**src/rtl/disp_pkg.sv**
```systemverilog
// Shared definitions for the display VRAM read path: FSM encoding,
// fixed AXI read attributes and the default frame geometry.
package disp_pkg;

    typedef enum logic [1:0] {
        ST_IDLE = 2'd0,
        ST_WAIT = 2'd1,
        ST_ADDR = 2'd2,
        ST_READ = 2'd3
    } state_t;

    localparam logic [2:0] ARSIZE_8B  = 3'b011;
    localparam logic [1:0] BURST_INCR = 2'b01;

    localparam int DEF_H_PIXELS  = 640;
    localparam int DEF_V_LINES   = 480;
    localparam int DEF_BURST_LEN = 16;

endpackage

```
**src/rtl/disp_vramctrl.sv**
```systemverilog
// Frame reader: walks one frame of VRAM in fixed-length AXI4 INCR bursts and
// forwards every read beat, one cycle later, into the display FIFO write port.
module disp_vramctrl
    import disp_pkg::*;
#(
    parameter int H_PIXELS  = DEF_H_PIXELS,
    parameter int V_LINES   = DEF_V_LINES,
    parameter int BURST_LEN = DEF_BURST_LEN
) (
    input  logic        ACLK,
    input  logic        ARSTN,
    input  logic        DISPON,
    input  logic [31:0] DISPADDR,
    input  logic        FRAME_START,
    input  logic        BUF_WREADY,
    output logic [31:0] ARADDR,
    output logic        ARVALID,
    input  logic        ARREADY,
    output logic [7:0]  ARLEN,
    output logic [2:0]  ARSIZE,
    output logic [1:0]  ARBURST,
    input  logic [63:0] RDATA,
    input  logic [1:0]  RRESP,
    input  logic        RLAST,
    input  logic        RVALID,
    output logic        RREADY,
    output logic [63:0] FIFOIN,
    output logic        FIFOWR,
    output logic        BUSY,
    output logic        RD_ERR,
    output state_t      DBG_STATE
);

    localparam int NBURST = H_PIXELS * V_LINES / 2 / BURST_LEN;
    localparam int CNT_W  = (NBURST > 1) ? $clog2(NBURST) : 1;
    localparam int BEAT_W = (BURST_LEN > 1) ? $clog2(BURST_LEN) : 1;

    localparam logic [31:0]       ADDR_STEP  = 32'(BURST_LEN * 8);
    localparam logic [CNT_W-1:0]  LAST_BURST = CNT_W'(NBURST - 1);
    localparam logic [BEAT_W-1:0] LAST_BEAT  = BEAT_W'(BURST_LEN - 1);

    state_t              state_q, state_d;
    logic [CNT_W-1:0]    burst_q, burst_d;
    logic [BEAT_W-1:0]   beat_q, beat_d;
    logic [31:0]         araddr_q, araddr_d;
    logic [63:0]         fifoin_q, fifoin_d;
    logic                fifowr_q, fifowr_d;
    logic                rd_err_q, rd_err_d;
    logic                r_hs, beat_last, beat_err;

    // Handshakes: a transfer occurs on each ACLK edge where VALID and READY are
    // both high; ARVALID, once raised, holds ARADDR stable until ARREADY.
    always_comb begin
        state_d  = state_q;
        burst_d  = burst_q;
        beat_d   = beat_q;
        araddr_d = araddr_q;
        fifoin_d = fifoin_q;
        fifowr_d = 1'b0;
        rd_err_d = rd_err_q;

        r_hs      = (state_q == ST_READ) && RVALID;
        // Whichever comes first, RLAST or the nominal final beat, closes the burst.
        beat_last = RLAST || (beat_q == LAST_BEAT);
        beat_err  = (RRESP != 2'b00) || (RLAST != (beat_q == LAST_BEAT));

        case (state_q)
            ST_IDLE: begin
                if (FRAME_START && DISPON) begin
                    state_d  = ST_WAIT;
                    araddr_d = {DISPADDR[31:7], 7'b0};
                    burst_d  = '0;
                    beat_d   = '0;
                end
            end
            ST_WAIT: begin
                if (BUF_WREADY) state_d = ST_ADDR;
            end
            ST_ADDR: begin
                if (ARREADY) state_d = ST_READ;
            end
            ST_READ: begin
                if (r_hs) begin
                    beat_d = beat_q + 1'b1;
                    if (beat_last) begin
                        beat_d = '0;
                        if ((burst_q == LAST_BURST) || !DISPON) begin
                            state_d = ST_IDLE;
                        end else begin
                            state_d  = ST_WAIT;
                            burst_d  = burst_q + 1'b1;
                            araddr_d = araddr_q + ADDR_STEP;
                        end
                    end
                end
            end
            default: state_d = ST_IDLE;
        endcase

        if (r_hs) begin
            fifowr_d = 1'b1;
            fifoin_d = RDATA;
            if (beat_err) rd_err_d = 1'b1;
        end
    end

    always_ff @(posedge ACLK or negedge ARSTN) begin
        if (!ARSTN) begin
            state_q  <= ST_IDLE;
            burst_q  <= '0;
            beat_q   <= '0;
            araddr_q <= '0;
            fifoin_q <= '0;
            fifowr_q <= 1'b0;
            rd_err_q <= 1'b0;
        end else begin
            state_q  <= state_d;
            burst_q  <= burst_d;
            beat_q   <= beat_d;
            araddr_q <= araddr_d;
            fifoin_q <= fifoin_d;
            fifowr_q <= fifowr_d;
            rd_err_q <= rd_err_d;
        end
    end

    assign ARADDR    = araddr_q;
    assign ARVALID   = (state_q == ST_ADDR);
    assign ARLEN     = 8'(BURST_LEN - 1);
    assign ARSIZE    = ARSIZE_8B;
    assign ARBURST   = BURST_INCR;
    assign RREADY    = (state_q == ST_READ);
    assign FIFOIN    = fifoin_q;
    assign FIFOWR    = fifowr_q;
    assign BUSY      = (state_q != ST_IDLE);
    assign RD_ERR    = rd_err_q;
    assign DBG_STATE = state_q;

endmodule

```
**config.mk**
```make
export PLATFORM = sky130hd
export DESIGN_NAME = disp_vramctrl
export DESIGN_NICKNAME = d
export VERILOG_FILES = /design/src/rtl/disp_pkg.sv /design/src/rtl/disp_vramctrl.sv
export SDC_FILE = /design/constraint.sdc
export NUM_CORES = 1
export LEC_CHECK = 0
export BUFFER_PORTS_ARGS = -buffer_cell sky130_fd_sc_hd__clkbuf_2
export CORE_ASPECT_RATIO = 1.75
export CORE_MARGIN = 8
export CORE_UTILIZATION = 50
export CTS_BUF_LIST = sky130_fd_sc_hd__clkbuf_4 sky130_fd_sc_hd__clkbuf_8
export DETAILED_ROUTE_END_ITERATION = 16
export GPL_TIMING_DRIVEN = 0
export PLACE_DENSITY = 0.82
export SETUP_SLACK_MARGIN = 0.2
export SKIP_LAST_GASP = 1
export SYNTH_ARGS = -nofsm -noshare
export SYNTH_HDL_FRONTEND = slang
export SYNTH_SLANG_ARGS = --single-unit
```
**constraint.sdc**
```tcl
create_clock -name ACLK -period 2.9 [get_ports ACLK]
set_clock_uncertainty 0.05 [all_clocks]
set_input_delay 0.29 -clock ACLK [delete_from_list [all_inputs] [get_ports ACLK]]
set_output_delay 0.29 -clock ACLK [all_outputs]
set_load 0.005 [all_outputs]
```
==> results.sh <==
export IMPL_cts_max_level=3
export IMPL_worstSetupPathType="register to register"
export IMPL_async_flop_share_pct=100
export IMPL_cts_buffer_depth=2
export IMPL_yosys_area_top_type="dfrtp_1"
export IMPL_dieWidth_um=94.8
export IMPL_worst_hold_path_type="primary input to register"
export IMPL_yosys_warnings=0
export IMPL_crit_cells=9
export IMPL_worstMarginPinSlew_ns=0.881
export IMPL_grt_pass1_wl_um=25000
export IMPL_clk_pin_slew_ns=0.11
export IMPL_multiInputGateArea_um2=2430
export IMPL_core_um2=10600
export IMPL_grt_total_usage_pct=21.6
export IMPL_layout_area_overhead_vs_synth_pct=27.4
export IMPL_avgViaCountPerCell=5.73
export IMPL_crit_path_frequent_cell="ha_1"
export IMPL_finalNetCount=832
export IMPL_finalSetupViolCount=0
export IMPL_hpwl_um=12600
export IMPL_start_kind="register"
export IMPL_period_share_pct=90.0
export IMPL_crit_path_max_fanout=10
export IMPL_max_freq_mhz=383
export IMPL_rr_worst_depth=9
export IMPL_filler_cell_count=818
export IMPL_cts_tree="built"
export IMPL_routed_wl_um=16000
export IMPL_vdd_ir_drop_max_mv=0.520
export IMPL_first_iter_violations=206
export IMPL_diodes=0
export IMPL_finalMaxSlewViolations=0
export IMPL_cts_num_sinks=111
export IMPL_fin_crit_ns=2.61
export IMPL_critPathRequiredTime_ns=3.14
export IMPL_synth_cells=491
export IMPL_crit_slowest_cell="or3_1"
export IMPL_antenna_found_initial=0
export IMPL_rsz0062_at_grt="yes"
export IMPL_cp_cell_sequence="ha_1 > nand3_1 > ha_1 > nand2b_1 > or3_1 > nor2_4 > clkbuf_4 > nand4_1 > o211ai_1"
export IMPL_dieArea_um2=14600
export IMPL_critPathMaxStageDelay_ns=0.47
export IMPL_worst_r2r_setup_slack_ns=0.29
export IMPL_globalplace_congestion=0.929
export IMPL_first_pass_iters=7
export IMPL_cts_root_buf="clkbuf_8"
export IMPL_synth_top_area_share_pct=51.1
export IMPL_vias=4879
export IMPL_std_cell_rows=50
export IMPL_worstSetupStartpoint="beat_q[0]"
export IMPL_cp_arrival_ns=2.85
export IMPL_grt_pass1_vias=5068
export IMPL_path_buf_inv=1
export IMPL_die_h_um=154
export IMPL_worst_hold_slack_ns=0.0897
export IMPL_synth_area_per_cell_um2=11.1
export IMPL_grt_max_degree=112
export IMPL_port_buffers=194
export IMPL_use_met1_pct=22.4
export IMPL_grt_use_met3_pct=5.36
export IMPL_end_kind="register"
export IMPL_synthesis_area_um2=5430
export IMPL_relSlewSlack_pct=41.3
export IMPL_grt_overflow=0
export IMPL_busiest_layer="met2"
export IMPL_layout_drive_gt1_share_pct=45.3
export IMPL_synth_edf_count=0
export IMPL_status="complete, no violations"
export IMPL_post_route_drc_count=0
export IMPL_wl_per_cell_um=18.7
export IMPL_antenna_left=0
export IMPL_insertion_delay_ns=0.37
export IMPL_crit_path_end="ARADDR[27]"
export IMPL_seqCellArea_um2=2780
export IMPL_drv_cap=0
export IMPL_p_leak_nw=3.29
export IMPL_reg2reg_from="beat_q[0]"
export IMPL_synth_area_top_cells="dfrtp_1 (51%), mux2_2 (13%), buf_4 (2.9%)"
export IMPL_synth_distinct_cells=62
export IMPL_finalHoldViolCount=0
export IMPL_numCtsBuffers=9
export IMPL_ios=222
export IMPL_powerDensity_nw_per_um2=934
export IMPL_grtUsageMet2_pct=38.2
export IMPL_setup_tns_ns=0
export IMPL_synth_ff_latch_count=111
export IMPL_synth_flop_cell="dfrtp_1"
export IMPL_initial_utilization_pct=51.1
export IMPL_yosysSeqAreaShare_pct=51.1
export IMPL_cpLargestDelayFamily="simple AND/OR/NAND/NOR gates"
export IMPL_timing_rr_end="ARADDR[27]"
layer usage:
layer  wire (um)  vias up
li1            -     2221
met1        5520     2338
met2        8270      271
met3        1570       49
met4         609        0
met5           0        -
worst min path at each step:
| stage | cells after the start | to | from |
|---|---|---|---|
| floorplan | 0 | ARADDR[10] | ARSTN |
| global placement | 1 | burst_q[13] | burst_q[13] |
| detailed placement | 1 | ARADDR[9] | ARSTN |
| CTS | 2 | FIFOIN[38] | RDATA[38] |
| global route | 2 | FIFOIN[59] | RDATA[59] |
| finish | 2 | FIFOIN[4] | RDATA[4] |
synth_stat cells, types with 3 or more instances:
| cell type | n |
|---|---|
| a21o_1 | 5 |
| a21oi_1 | 19 |
| a22oi_1 | 3 |
| a311oi_1 | 3 |
| a31oi_1 | 4 |
| a32oi_1 | 6 |
| and3_1 | 5 |
| and4_1 | 3 |
| buf_2 | 13 |
| buf_4 | 21 |
| clkbuf_1 | 10 |
| dfrtp_1 | 111 |
| ha_1 | 9 |
| inv_1 | 12 |
| mux2_2 | 64 |
| mux2i_1 | 4 |
| nand2_1 | 36 |
| nand3_1 | 25 |
| nand4_1 | 13 |
| nor2_1 | 22 |
| nor3_1 | 13 |
| nor3b_1 | 3 |
| nor4_1 | 5 |
| o21a_1 | 3 |
| o21ai_0 | 18 |
| o21ai_1 | 3 |
| o22ai_1 | 5 |
| o31ai_1 | 3 |
| o41ai_1 | 3 |
| or2_2 | 3 |
| or3_1 | 3 |
through the flow:
stage / cell area [um^2] / utilization, % / std cells / worst slack, ns / power, mW
after floorplan: 5500 / - / 509 / 0.653 / 4.21
after global placement: 6630 / 62.4 / 833 / 0.0275 / 5.33
after detailed placement: 6640 / 62.5 / 833 / 0.205 / 5.50
after CTS: 6880 / 64.7 / 850 / 0.225 / 6.50
after global routing: 6920 / 65.1 / 852 / 0.145 / 6.91
final: 6920 / 65.1 / 852 / 0.290 / 6.46
layout by cell type (no fill, tap or decap), types with 6 or more instances in the layout:
| master | n |
|---|---|
| a32oi_1 | 6 |
| conb_1 | 20 |
| buf_4 | 22 |
| nand2_1 | 35 |
| clkbuf_8 | 10 |
| nor3_1 | 12 |
| buf_2 | 11 |
| nand3_1 | 25 |
| dfrtp_1 | 111 |
| nand4_1 | 13 |
| o21ai_0 | 18 |
| ha_1 | 9 |
| clkbuf_1 | 10 |
| nor2_1 | 22 |
| clkbuf_2 | 193 |
| inv_1 | 12 |
| a21oi_1 | 19 |
| mux2_2 | 64 |
final cells by class:
| cell class | instances | area share (%) |
|---|---|---|
| Buffer | 44 | 3.83 |
| Timing Repair Buffer | 197 | 14.7 |
| Clock inverter | 7 | 1.41 |
| Inverter | 12 | 0.651 |
| Sequential cell | 111 | 40.1 |
| Multi-Input combinational cell | 342 | 35.1 |
| Tap cell | 130 | 2.35 |
| Clock buffer | 9 | 1.79 |
flip-flops by register name, summed over array words and instances (netlist names):
name,count
ARADDR,25
DBG_STATE,2
RD_ERR,1
beat_q,4
FIFOIN,64
burst_q,14
FIFOWR,1
logic make-up after synthesis:
kind of cell    share of synthesized area [%]
compound gates                           12.4
flops                                    51.1
fa+ha+maj                                2.07
mux                                      14.0
other cells                             0.138
simple gates                             14.6
buf+inv                                  5.62
worst reg2reg max path, delay by kind of cell (launching register included):
kind                       cells  cell delay (ns)
and+or+nand+nor                5             1.15
DFF                            1             0.41
buffers and inverters          1             0.27
AOI/OAI and AO/OA              1             0.19
adders and majority gates      2             0.47
where the power goes:
group / internal (mW) / switching [mW]
clock network: 0.427 / 0.571
registers: 2.21 / 0.577
logic: 1.36 / 1.31
total: 4.00 / 2.46
repair_timing:
item / CTS / global route
hold endpoints to repair: 3 / 0
setup endpoints to repair: 3 / 13
hold buffers: 1 / 0
setup buffers: 0 / 2
resized for setup: 2 / 3
pin swaps: 0 / 2
(Power assumes the default switching activity.)
